**src/rtl/load_store_unit_if.sv**
```systemverilog
// rtl/load_store_unit_if.sv - pipeline request/response and data-memory port bundle for the load/store unit
interface load_store_unit_if;
  logic        req_valid;
  logic        req_ready;
  logic        req_store;
  logic [2:0]  req_funct3;
  logic [31:0] req_addr;
  logic [31:0] req_wdata;
  logic        resp_valid;
  logic [31:0] resp_rdata;
  logic        resp_err;
  logic [31:0] mem_addr;
  logic [31:0] mem_din;
  logic [3:0]  mem_rwe;
  logic [31:0] mem_dout;

  modport master (
    output req_valid, req_store, req_funct3, req_addr, req_wdata, mem_dout,
    input  req_ready, resp_valid, resp_rdata, resp_err, mem_addr, mem_din, mem_rwe
  );

  modport slave (
    input  req_valid, req_store, req_funct3, req_addr, req_wdata, mem_dout,
    output req_ready, resp_valid, resp_rdata, resp_err, mem_addr, mem_din, mem_rwe
  );
endinterface

```
**src/rtl/load_store_unit.sv**
```systemverilog
// rtl/load_store_unit.sv - MEM-stage load/store controller: funct3 to memory command, byte-split misaligned accesses
module load_store_unit #(
  parameter bit ALLOW_MISALIGNED = 1'b1
) (
  input logic              clk,
  input logic              rst_n,
  load_store_unit_if.slave bus
);
  localparam logic [1:0] S_IDLE   = 2'd0;
  localparam logic [1:0] S_ACCESS = 2'd1;
  localparam logic [1:0] S_SPLIT  = 2'd2;
  localparam logic [1:0] S_DONE   = 2'd3;

  logic [1:0]  state_q, state_d;
  logic        store_q, store_d;
  logic [2:0]  funct3_q, funct3_d;
  logic [31:0] addr_q, addr_d;
  logic [31:0] wdata_q, wdata_d;
  logic [1:0]  idx_q, idx_d;
  logic [31:0] asm_q, asm_d;
  logic [31:0] mem_addr_q, mem_addr_d;
  logic [31:0] mem_din_q, mem_din_d;
  logic [3:0]  mem_rwe_q, mem_rwe_d;
  logic [31:0] resp_rdata_q, resp_rdata_d;
  logic        resp_err_q, resp_err_d;

  logic        req_ready;
  logic        accept;
  logic        illegal;
  logic        misaligned;
  logic [2:0]  cmd_code;
  logic [1:0]  last_idx;
  logic [1:0]  idx_nx;

  assign req_ready = (state_q == S_IDLE) || (state_q == S_DONE);
  assign accept    = bus.req_valid && req_ready;
  assign last_idx  = funct3_q[1] ? 2'd3 : 2'd1;
  assign idx_nx    = idx_q + 2'd1;

  // Decode of the incoming request, only meaningful on an accept cycle
  always_comb begin
    if (bus.req_store) begin
      illegal = bus.req_funct3[2] || (bus.req_funct3[1:0] == 2'b11);
    end else begin
      illegal = (bus.req_funct3[1:0] == 2'b11) || (bus.req_funct3 == 3'b110);
    end
    misaligned = ((bus.req_funct3[1:0] == 2'b01) && bus.req_addr[0]) ||
                 ((bus.req_funct3[1:0] == 2'b10) && (bus.req_addr[1:0] != 2'b00));
    if (bus.req_store) begin
      case (bus.req_funct3[1:0])
        2'b00:   cmd_code = 3'b101;
        2'b01:   cmd_code = 3'b110;
        default: cmd_code = 3'b111;
      endcase
    end else begin
      case (bus.req_funct3)
        3'b000:  cmd_code = 3'b000;
        3'b100:  cmd_code = 3'b001;
        3'b001:  cmd_code = 3'b010;
        3'b101:  cmd_code = 3'b011;
        default: cmd_code = 3'b100;
      endcase
    end
  end

  always_comb begin
    state_d      = state_q;
    store_d      = store_q;
    funct3_d     = funct3_q;
    addr_d       = addr_q;
    wdata_d      = wdata_q;
    idx_d        = idx_q;
    asm_d        = asm_q;
    mem_addr_d   = mem_addr_q;
    mem_din_d    = mem_din_q;
    mem_rwe_d    = 4'b0000;
    resp_rdata_d = 32'h0;
    resp_err_d   = 1'b0;

    case (state_q)
      S_IDLE, S_DONE: begin
        if (accept) begin
          store_d  = bus.req_store;
          funct3_d = bus.req_funct3;
          addr_d   = bus.req_addr;
          wdata_d  = bus.req_wdata;
          if (illegal || (misaligned && !ALLOW_MISALIGNED)) begin
            state_d    = S_DONE;
            resp_err_d = 1'b1;
          end else if (misaligned) begin
            state_d    = S_SPLIT;
            idx_d      = 2'd0;
            asm_d      = 32'h0;
            mem_addr_d = bus.req_addr;
            mem_din_d  = {24'h0, bus.req_wdata[7:0]};
            mem_rwe_d  = bus.req_store ? 4'b0101 : 4'b1001;
          end else begin
            state_d    = S_ACCESS;
            mem_addr_d = bus.req_addr;
            mem_din_d  = bus.req_wdata;
            mem_rwe_d  = {~bus.req_store, cmd_code};
          end
        end else begin
          state_d = S_IDLE;
        end
      end
      S_ACCESS: begin
        state_d      = S_DONE;
        resp_rdata_d = store_q ? 32'h0 : bus.mem_dout;
      end
      S_SPLIT: begin
        asm_d[{idx_q, 3'b000} +: 8] = bus.mem_dout[7:0];
        if (idx_q == last_idx) begin
          state_d = S_DONE;
          if (!store_q) begin
            // Byte cycles fetch raw bytes, so the final extension is applied here
            case (funct3_q)
              3'b001:  resp_rdata_d = {{16{asm_d[15]}}, asm_d[15:0]};
              3'b101:  resp_rdata_d = {16'h0, asm_d[15:0]};
              default: resp_rdata_d = asm_d;
            endcase
          end
        end else begin
          idx_d      = idx_nx;
          mem_addr_d = addr_q + {30'h0, idx_nx};
          mem_din_d  = {24'h0, wdata_q[{idx_nx, 3'b000} +: 8]};
          mem_rwe_d  = store_q ? 4'b0101 : 4'b1001;
        end
      end
      default: state_d = S_IDLE;
    endcase
  end

  always_ff @(posedge clk) begin
    if (!rst_n) begin
      state_q      <= S_IDLE;
      store_q      <= 1'b0;
      funct3_q     <= 3'b000;
      addr_q       <= 32'h0;
      wdata_q      <= 32'h0;
      idx_q        <= 2'd0;
      asm_q        <= 32'h0;
      mem_addr_q   <= 32'h0;
      mem_din_q    <= 32'h0;
      mem_rwe_q    <= 4'b0000;
      resp_rdata_q <= 32'h0;
      resp_err_q   <= 1'b0;
    end else begin
      state_q      <= state_d;
      store_q      <= store_d;
      funct3_q     <= funct3_d;
      addr_q       <= addr_d;
      wdata_q      <= wdata_d;
      idx_q        <= idx_d;
      asm_q        <= asm_d;
      mem_addr_q   <= mem_addr_d;
      mem_din_q    <= mem_din_d;
      mem_rwe_q    <= mem_rwe_d;
      resp_rdata_q <= resp_rdata_d;
      resp_err_q   <= resp_err_d;
    end
  end

  assign bus.req_ready  = req_ready;
  assign bus.resp_valid = (state_q == S_DONE);
  assign bus.resp_rdata = resp_rdata_q;
  assign bus.resp_err   = resp_err_q;
  assign bus.mem_addr   = mem_addr_q;
  assign bus.mem_din    = mem_din_q;
  assign bus.mem_rwe    = mem_rwe_q;
endmodule

```
**src/flat_wrapper.sv**
```systemverilog
// flat-port wrapper written by rule: the top's interface ports become plain ports
module load_store_unit_flat 
#(
  parameter bit ALLOW_MISALIGNED = 1'b1
)
  (clk, rst_n, bus_req_valid, bus_req_store, bus_req_funct3, bus_req_addr, bus_req_wdata, bus_mem_dout, bus_req_ready, bus_resp_valid, bus_resp_rdata, bus_resp_err, bus_mem_addr, bus_mem_din, bus_mem_rwe);
  load_store_unit_if bus_i ();
  input logic clk;
  input logic rst_n;
  input wire logic [$bits(bus_i.req_valid)-1:0] bus_req_valid;
  input wire logic [$bits(bus_i.req_store)-1:0] bus_req_store;
  input wire logic [$bits(bus_i.req_funct3)-1:0] bus_req_funct3;
  input wire logic [$bits(bus_i.req_addr)-1:0] bus_req_addr;
  input wire logic [$bits(bus_i.req_wdata)-1:0] bus_req_wdata;
  input wire logic [$bits(bus_i.mem_dout)-1:0] bus_mem_dout;
  output wire logic [$bits(bus_i.req_ready)-1:0] bus_req_ready;
  output wire logic [$bits(bus_i.resp_valid)-1:0] bus_resp_valid;
  output wire logic [$bits(bus_i.resp_rdata)-1:0] bus_resp_rdata;
  output wire logic [$bits(bus_i.resp_err)-1:0] bus_resp_err;
  output wire logic [$bits(bus_i.mem_addr)-1:0] bus_mem_addr;
  output wire logic [$bits(bus_i.mem_din)-1:0] bus_mem_din;
  output wire logic [$bits(bus_i.mem_rwe)-1:0] bus_mem_rwe;
  assign bus_i.req_valid = bus_req_valid;
  assign bus_i.req_store = bus_req_store;
  assign bus_i.req_funct3 = bus_req_funct3;
  assign bus_i.req_addr = bus_req_addr;
  assign bus_i.req_wdata = bus_req_wdata;
  assign bus_i.mem_dout = bus_mem_dout;
  assign bus_req_ready = bus_i.req_ready;
  assign bus_resp_valid = bus_i.resp_valid;
  assign bus_resp_rdata = bus_i.resp_rdata;
  assign bus_resp_err = bus_i.resp_err;
  assign bus_mem_addr = bus_i.mem_addr;
  assign bus_mem_din = bus_i.mem_din;
  assign bus_mem_rwe = bus_i.mem_rwe;
  load_store_unit #(.ALLOW_MISALIGNED(ALLOW_MISALIGNED)) u_core (.clk(clk), .rst_n(rst_n), .bus(bus_i));
endmodule
```
**config.mk**
```make
export PLATFORM = sky130hd
export DESIGN_NAME = load_store_unit_flat
export DESIGN_NICKNAME = d
export VERILOG_FILES = /design/src/rtl/load_store_unit_if.sv /design/src/rtl/load_store_unit.sv /design/src/flat_wrapper.sv
export SDC_FILE = /design/constraint.sdc
export NUM_CORES = 1
export LEC_CHECK = 0
export CELL_PAD_IN_SITES_DETAIL_PLACEMENT = 0
export CELL_PAD_IN_SITES_GLOBAL_PLACEMENT = 1
export CORE_MARGIN = 2
export CORE_UTILIZATION = 40
export CTS_CLUSTER_SIZE = 25
export DETAILED_ROUTE_END_ITERATION = 8
export PLACE_DENSITY = 0.81
export SLEW_MARGIN = 20
export SYNTH_ARGS = -nofsm -noshare
export SYNTH_HDL_FRONTEND = slang
export SYNTH_SLANG_ARGS = --single-unit
```
**constraint.sdc**
```tcl
create_clock -name clk -period 6 [get_ports clk]
set_input_delay 1.2 -clock clk [delete_from_list [all_inputs] [get_ports clk]]
set_output_delay 1.2 -clock clk [all_outputs]
set_load 0.01 [all_outputs]
```
* After elaboration in Yosys (flattened, before gate mapping)
Cells that the tools add are included.
W data, S select, Z words.
** Storage, ports and cells
- Memory bits (read-only) :: 0
- Memory bits (writable) :: 0
- Output and inout port bits :: 103
- Word-level logic and storage cells :: 97
- Latch bits :: 0
- Register bits :: 205
- Memories kept :: 0
** Operators by class
- Shifts and indexed selects :: 3
- Add/subtract/negate cells :: 3
- Bitwise operators :: 1
- Multiply operators :: 0
- Div/mod/pow operators :: 0
- $lt $le $gt $ge :: 0
- Equality and inequality tests :: 18
- Reductions and logical operators :: 18
- Muxes and demuxes :: 42
** Operators with widths (count)
- $mux W32 :: 13
- $pmux W32 S2 :: 5
- $add A32 B2 Y32 :: 1
- $bwmux W32 :: 1
- $shift A8 B7 Y32 const A :: 1
- $shiftx A32 B6 Y8 :: 1
- $shiftx A8 B7 Y32 :: 1
- $mux W4 :: 6
- $mux W2 :: 9
- $eq A3 B3 Y1 const B :: 4
- $pmux W3 S4 :: 1
- $eq A2 B2 Y1 const B :: 4
- $pmux W2 S2 :: 2
- $pmux W4 S2 :: 1
- $reduce_and A4 Y1 :: 2
- $neg A5 Y7 :: 1
- $eq A3 B1 Y1 const B :: 2
- $ne A2 B1 Y1 const B :: 3
- $pmux W2 S3 :: 1
- $reduce_and A5 Y1 :: 1
- $eq A2 B1 Y1 const B :: 2
- $logic_not A2 Y1 :: 2
- $logic_or A1 B1 Y1 :: 4
- $ne A2 B2 Y1 const B :: 2
- other kinds (11) :: 15

* Longest topological paths before layout
Gate-level depths: netlist of run 1.
- Word-level depth :: 7
- Depth in mapped cells :: 11

* Least setup slack after synthesis of run 1
No wires, ideal clock.
- Kind :: register to register
- Start :: register u_core.idx_q[0]
- End :: register u_core.mem_addr_q[9], in the netlist u_core.bus.mem_addr[9]
- Slack :: 3.161 ns
- Path buffers :: 3
- Stages on the path, launching flop included :: 12
- Arrival time :: 2.768 ns
- Setup time :: 0.070 ns
- Path through :: dfxtp_1 clkbuf_1 clkbuf_1 inv_1 ha_1 ha_1 a21o_1 and4_1 buf_2 xnor2_1 a211o_1 a21oi_1
** Between the ends
- Longest elaborated chain between the ends :: 4
- Elaborated cells on any way between the ends :: 7
** Ends and longest elaborated chain
- from (decl) :: RTL line load_store_unit.sv:19 : logic [1:0] idx_q, idx_d;
- from (signal assigned) :: RTL line load_store_unit.sv:154 : idx_q <= idx_d;
- $add A2 B1 Y2 :: RTL line load_store_unit.sv:38 : assign idx_nx = idx_q + 2'd1;
- $add A32 B2 Y32 :: RTL line load_store_unit.sv:125 : mem_addr_d = addr_q + {30'h0, idx_nx};
- $mux W32 :: RTL line load_store_unit.sv:113 : if (idx_q == last_idx) begin
- $pmux W32 S2 :: RTL line load_store_unit.sv:80 : case (state_q)
- to (signal assigned) :: RTL line load_store_unit.sv:156 : mem_addr_q <= mem_addr_d;
- to (decl) :: RTL line load_store_unit.sv:21 : logic [31:0] mem_addr_q, mem_addr_d;
Several ways; a longest one is shown, not always the timed one. The select of a mux whose other input is x is not followed.
A chain may end at the register's enable or synchronous reset.

* Final worst setup path of run 1
- Start :: register u_core.idx_q[0]
- End :: register u_core.mem_addr_q[24], in the netlist u_core.bus.mem_addr[24]
Same word-level chain as after synthesis.

==> summary.txt, run 1 <==
Status
  – Status: finished, final reports clean

Yosys
  – Yosys Warn Count: 0
  – Top_reg_cell synth: dfxtp_1
  – Cells after Synth: approximately 1100
  – Synthesized net count: ~1200
  – Largest area contributor in the netlist: dfxtp_1
  – Top cells by count, synth: 255 x nand2_1, 205 x dfxtp_1, 100 x a21oi_1, 73 x nor2_1, 55 x mux2i_1
  – Ranking of synthesized cells by area: dfxtp_1 44%, nand2_1 10%, mux2i_1 5.9%
  – Most numerous cell in the Yosys netlist: nand2_1
  – Mapped Area: 9360 sq um
  – Sequential cell area fraction in the yosys report: 43.8%
  – Post-synth top area share: 43.8%
  – Post-synth EDFFs: 0
  – FF+latch count, synth: 205
  – Synth async-reset ratio: 0%
  – Syn Area/Cell: 8.29 sq um
  – Distinct cell type count after synthesis: 60

Worst hold path
  – Hold_sp: u_core.wdata_q[22]
  – Hold Crit Depth: 2
  – Worst Hold Endpoint: u_core.wdata_q[22]
  – Worst Hold Class: reg2reg

Global routing
  – Overall Global Routing Usage: 21.4%
  – Largest net degree at the start of global routing: 74
  – GRT overflow: 0
  – Vias in the first global route: 8053
  – Global-route wire length before repair: 42500 um
  – Antenna violations before repair: 0

CTS
  – Postcts setup bufs: 0
  – # resized after CTS: 0
  – Clk sinks: 205
  – # hold bufs at CTS: 0
  – CTS tree: yes
  – CTS Root Cell: clkbuf_16
  – Worst-Skew Late Latency: about 0.52 ns
  – CTS H-tree lvls: 1
  – CTS Buffer Depth: 3
  – CTS clock-pin slew for the worst setup and hold paths: 0.06 ns
  – Number of clock buffers inserted by TritonCTS: 24

Pwr
  – Switching part of the total: 37.7%
  – Peak supply drop: 0.309 mV
  – Pwr Total: roughly 5600 uW
  – Logic pwr share: approximately 40%
  – NetSw: 2100 uW
  – Clk network pwr share: 25.0%
  – Internal: 3480 uW
  – Power Density: between 400 and 500 nW/um^2
  – Leakage: 0.00434 uW
  – Sequential group share of total power: approximately a third

Placed design
  – Placed Area: 11500 sq um
  – Port bufs: around 200
  – Gp weighted congestion: roughly 0.8
  – Pre-CTS setup slack: 2.10 ns
  – Hpwl dp: 18100 um
  – Placed insts: 1575

Drt
  – Post-route ant nets: 0
  – DR vias: 8368
  – DR DRC count: 0
  – WL final: around 27000 um
  – Routed length per instance: 16.5 um
  – Starting DRT DRC Count: 440
  – Vias/cell: 5.18
  – TritonRoute pass-1 iters: 5

Finish
  – Diode count: 0
  – # nets final: 1402
  – Cell area after layout: 12300 sq um
  – Layout cells sized above 1: 6.52%
  – Syn-to-layout area delta: 31.3%
  – Filler cell count: 2185
  – Final Non-Filler Cells: 1617

Floorplanning
  – Standard-cell rows: 55
  – Core area: between 20000 and 25000 sq um
  – Total die area: 24600 sq um
  – IO Pins: 206
  – Initial core utilization: 41.1%
  – Die Ht: 157 um
  – Chip width: 157 um

STA
  – Min Clock Period, post-route: between 3 and 4 ns
  – Setup TNS: 0 ns
  – RSZ-0062 raised after global routing: false
  – Worst Tran Pin Value: between 1 and 1.5 ns
  – Worst clock skew: 0.0165 ns
  – Final count of hold timing violations: 0
  – Final worst path period share: 63.6%
  – Slew Limit Fails: 0
  – # setup viols final: 0
  – Worst rel slew slack: a little under a third
  – Fmax: about 0.26 GHz
  – Final worst setup slack: between 2 and 2.5 ns

Flow run
  – Max Cap Viol: 0

Critical path
  – Crit Path Max Fanout: 20
  – Setup CP Type: reg2reg
  – Reg2reg end: u_core.bus.mem_addr[24]
  – Crit path launch type: register
  – Arr. time, crit path: between 4 and 5 ns
  – R2R Setup Slk: around 2.2 ns
  – Worst R2R Start: u_core.idx_q[0]
  – Crit end category: register
  – Worst-case reg-to-reg path depth: 8
  – CP required: between 6 and 7 ns
==> layout by cell type (no fill, tap or decap), types with 20 or more instances in the layout <==
master             n
a22oi_1           40
mux2i_1           55
nand2_1          254
inv_1             32
dfxtp_1          205
o21ai_0           48
a21oi_1          100
nor2_1            72
clkdlybuf4s50_1  204
nor2b_1           20
clkbuf_16         24
nand3_1           32
==> layout make-up <==
type / count / area [sq um] / share of cell area, %
clock inverters: 9 / 81.3 / 0.662
flip-flops and latches: 205 / 4100 / 33.4
inverters: 34 / 130 / 1.06
well taps: 313 / 392 / 3.19
multi-input cells: 804 / 4760 / 38.7
repair buffers: 219 / 2150 / 17.5
clock buffers: 33 / 674 / 5.49
==> cells by family (layout without fill, tap and decap cells) <==
logic type      after synthesis  in the layout  share of synthesized area [%]
simple gates                443            443                           21.0
buf+inv                     120            295                           5.56
xor+xnor                     29             29                           2.71
flops                       205            205                           43.8
compound gates              257            257                           17.4
mux                          64             64                           7.93
fa+ha+maj                    11             11                           1.55
==> sequential cells by signal, summed over array words and instances (netlist names), 2 cells and up <==
signal                 count
u_core.wdata_q            32
u_core.state_q             2
u_core.addr_q             32
u_core.bus.mem_addr       32
u_core.bus.mem_din        32
u_core.asm_q              32
u_core.idx_q               2
u_core.bus.mem_rwe         4
u_core.funct3_q            3
u_core.bus.resp_rdata     32
==> critical path, cell delays in order (launching register included) <==
cell      delay (ns)
dfxtp_1         0.88
inv_1           0.25
ha_1            0.88
fa_1            0.44
nand3_1         0.16
nor3_1          0.54
nand3_1         0.17
xor2_1          0.17
a311oi_1        0.24
==> per-layer routing <==
metal | part of all wire [%] | GRT usage [%] | wire, um | vias up
met1 | 45 | 28.7 | 12100 | 3894
met5 | 0 | 0 | 0 | -
li1 | - | - | - | 4207
met3 | 7.3 | 5.23 | 1960 | 32
met4 | 1.9 | 4.94 | 495 | 0
met2 | 46 | 34.7 | 12200 | 235
==> through the flow <==
| stage | utilization [%] | hold slack [ns] |
|---|---|---|
| CTS | 54.0 | 0.453 |
| detailed placement | 50.6 | 0.443 |
| global placement | 50.6 | 0.438 |
| global route | 54.0 | 0.471 |
| floorplan | - | 0.430 |
| finish | 54.0 | 0.453 |
==> how the worst max path moves through the flow <==
stage / startpoint / endpoint / slack (ns) / depth (start not counted)
floorplan: u_core.idx_q[0] / u_core.bus.mem_addr[9] / 3.16 / 11
global placement: bus_req_funct3[1] / u_core.bus.mem_addr[21] / 2.10 / 6
detailed placement: bus_req_funct3[1] / u_core.asm_q[4] / 2.10 / 7
CTS: u_core.idx_q[0] / u_core.bus.mem_addr[24] / 2.14 / 8
global route: u_core.idx_q[0] / u_core.bus.mem_addr[24] / 1.88 / 8
finish: u_core.idx_q[0] / u_core.bus.mem_addr[24] / 2.18 / 8
==> power groups by stage <==
stage / combinational, uW / sequential [uW] / clock [uW]
6_report: 2290 / 1900 / 1390
5_1_grt: 2500 / 1940 / 1470
4_1_cts: 2300 / 1910 / 1420
3_5_place_dp: 2290 / 1930 / 0
3_3_place_gp: 2260 / 1930 / 0
2_1_floorplan: 1470 / 1940 / 0
(Power assumes the default switching activity.)
==> run 2: changes to the inputs <==
Settings changed: CORE_UTILIZATION 40 to 34, PLACE_DENSITY 0.81 to 0.73.
Clock period 6 ns to 3.5 ns, I/O delays scaled along.
==> run 2 against run 1 <==
Fmax rose by 35%. Sequential power rose by 71%. Routed wire length rose by 4.8%. Die area rose by 17%. First-iteration DRC count rose by 18%. Critical endpoint unchanged. Largest power group unchanged. Highest routed layer unchanged.
==> summary.txt, run 2 (synthesized netlist as in run 1, its figures left out) <==
Drt
  – Post-route ant nets: 0
  – DR vias: 8394
  – Vias/cell: about 5
  – TritonRoute pass-1 iters: 5
  – Routed length per instance: 16.9 um
  – WL final: 28000 um
  – DR DRC count: 0
  – Starting DRT DRC Count: 519

Finish
  – Final Non-Filler Cells: 1658
  – Final core occ: a little under half
  – Most common cell after layout, fill and taps aside: nand2_1
  – # nets final: around 1400
  – Layout cells sized above 1: 7.29%
  – Filler cell count: 2650
  – Highest-count cells in the layout ignoring fill and taps: 254 x nand2_1, 205 x dfxtp_1, 204 x clkdlybuf4s50_1
  – Syn-to-layout area delta: 33.7%

Critical path
  – Slowest CP cell: nor3_1
  – Crit end category: register
  – Crit Path Max Fanout: 9
  – Arr. time, crit path: approximately 3.2 ns
  – Slowest cell delay on critical path: 0.57 ns
  – Worst-path cell chain: inv_1 -> ha_1 -> fa_1 -> nand3_1 -> nor3_1 -> nand3_1 -> xor2_1 -> a311oi_1
  – R2R Setup Slk: 0.68 ns
  – Worst Path Buf+Inv: 1
  – Worst path top cell family by delay: adder cells
  – Worst-case reg-to-reg path depth: 8
  – Setup CP Type: reg2reg
  – Crit path launch type: register
  – Instance count on the critical path: 8
  – Most common cell on crit path: nand3_1
  – CP required: 3.92 ns

STA
  – Min Clock Period, post-route: 2.82 ns
  – Fmax: 0.355 GHz
  – Final count of hold timing violations: 0
  – Worst Tran Pin Value: a little under 0.8 ns
  – # setup viols final: 0
  – Slew Limit Fails: 0
  – Setup TNS: 0 ns
  – Worst clock skew: around 0.017 ns
  – Final worst path period share: 80.6%
  – RSZ-0062 raised after global routing: false
  – Worst rel slew slack: 48.1%

CTS
  – # resized after CTS: 0
  – CTS Buffer Depth: 3
  – Number of clock buffers inserted by TritonCTS: 24
  – # hold bufs at CTS: 0
  – Postcts setup bufs: 0
  – CTS H-tree lvls: 1
  – CTS Root Cell: clkbuf_16
  – Worst-Skew Late Latency: about 0.52 ns
  – CTS clock-pin slew for the worst setup and hold paths: 0.06 ns
  – Clk sinks: 205
  – CTS tree: yes

Global routing
  – Vias in the first global route: about 8300
  – Overall Global Routing Usage: 19.4%
  – Largest net degree at the start of global routing: between 60 and 70
  – GRT overflow: 0
  – Antenna violations before repair: 0
  – Global-route wire length before repair: 45300 um

Pwr
  – Peak supply drop: 0.396 mV
  – Leakage: 0.00443 uW
  – Power Density: 793 nW/um^2
  – Pwr Total: between 9000 and 10000 uW

Placed design
  – Hpwl dp: 19100 um
  – Placed insts: around 1600
  – Gp weighted congestion: 0.771
  – Port bufs: ~200

Floorplanning
  – Chip width: 170 um
  – Core area: 27000 sq um
  – Total die area: 28900 sq um
  – Standard-cell rows: 60
  – IO Pins: ~200
  – Die Ht: 170 um
  – Initial core utilization: 34.6%

Worst hold path
  – Worst Hold Class: reg2reg
  – Hold Crit Depth: 2

Flow run
  – Max Cap Viol: 0

Status
  – Status: finished, final reports clean
run 2: area by class of cell:
type / count / area [sq um] / share of cell area [%]
multi-input combinational: 804 / 4750 / 38.0
tap: 341 / 427 / 3.41
clock inverter: 6 / 80.1 / 0.640
antenna: 1 / 2.50 / 0.0200
timing repair buffer: 231 / 2300 / 18.4
sequential: 205 / 4100 / 32.8
inverter: 34 / 130 / 1.04
clock buffer: 36 / 717 / 5.73
run 2: layer usage:
metal  vias to the layer above  track usage, %  share of wire, %
met3                        30            5.35               7.2
met4                         0            4.01               1.6
met5                         -               0                 0
li1                       4229               -                 -
met1                      3917            25.5                46
met2                       218            31.9                46
run 2: where the power goes:
part	switching, uW	total, uW	internal (uW)	leakage, uW
clock network	991	2540	1550	0.000395
logic	2310	4140	1830	0.00237
registers	377	3250	2870	0.00167
run 2: worst min-delay path, delay by kind of cell, from the launching register on:
family / cells / cell delay, ns
AOI/OAI and AO/OA: 1 / 0.05
DFF: 1 / 0.30
and+or+nand+nor: 1 / 0.05
run 2: worst paths after layout:
kind	endpoint	startpoint
max reg2reg	u_core.bus.mem_addr[24]	u_core.idx_q[1]
min reg2reg	u_core.wdata_q[4]	u_core.wdata_q[4]
min	u_core.wdata_q[4]	u_core.wdata_q[4]
max	u_core.bus.mem_addr[24]	u_core.idx_q[1]
run 2: per-stage QoR:
| stage | setup WS (ns) | hold WS, ns | area, sq um |
|---|---|---|---|
| after floorplan | 0.661 | 0.430 | 9360 |
| after global placement | 0.544 | 0.438 | 11700 |
| after detailed placement | 0.489 | 0.444 | 11700 |
| after CTS | 0.696 | 0.453 | 12500 |
| after global routing | 0.404 | 0.468 | 12500 |
| final | 0.680 | 0.453 | 12500 |
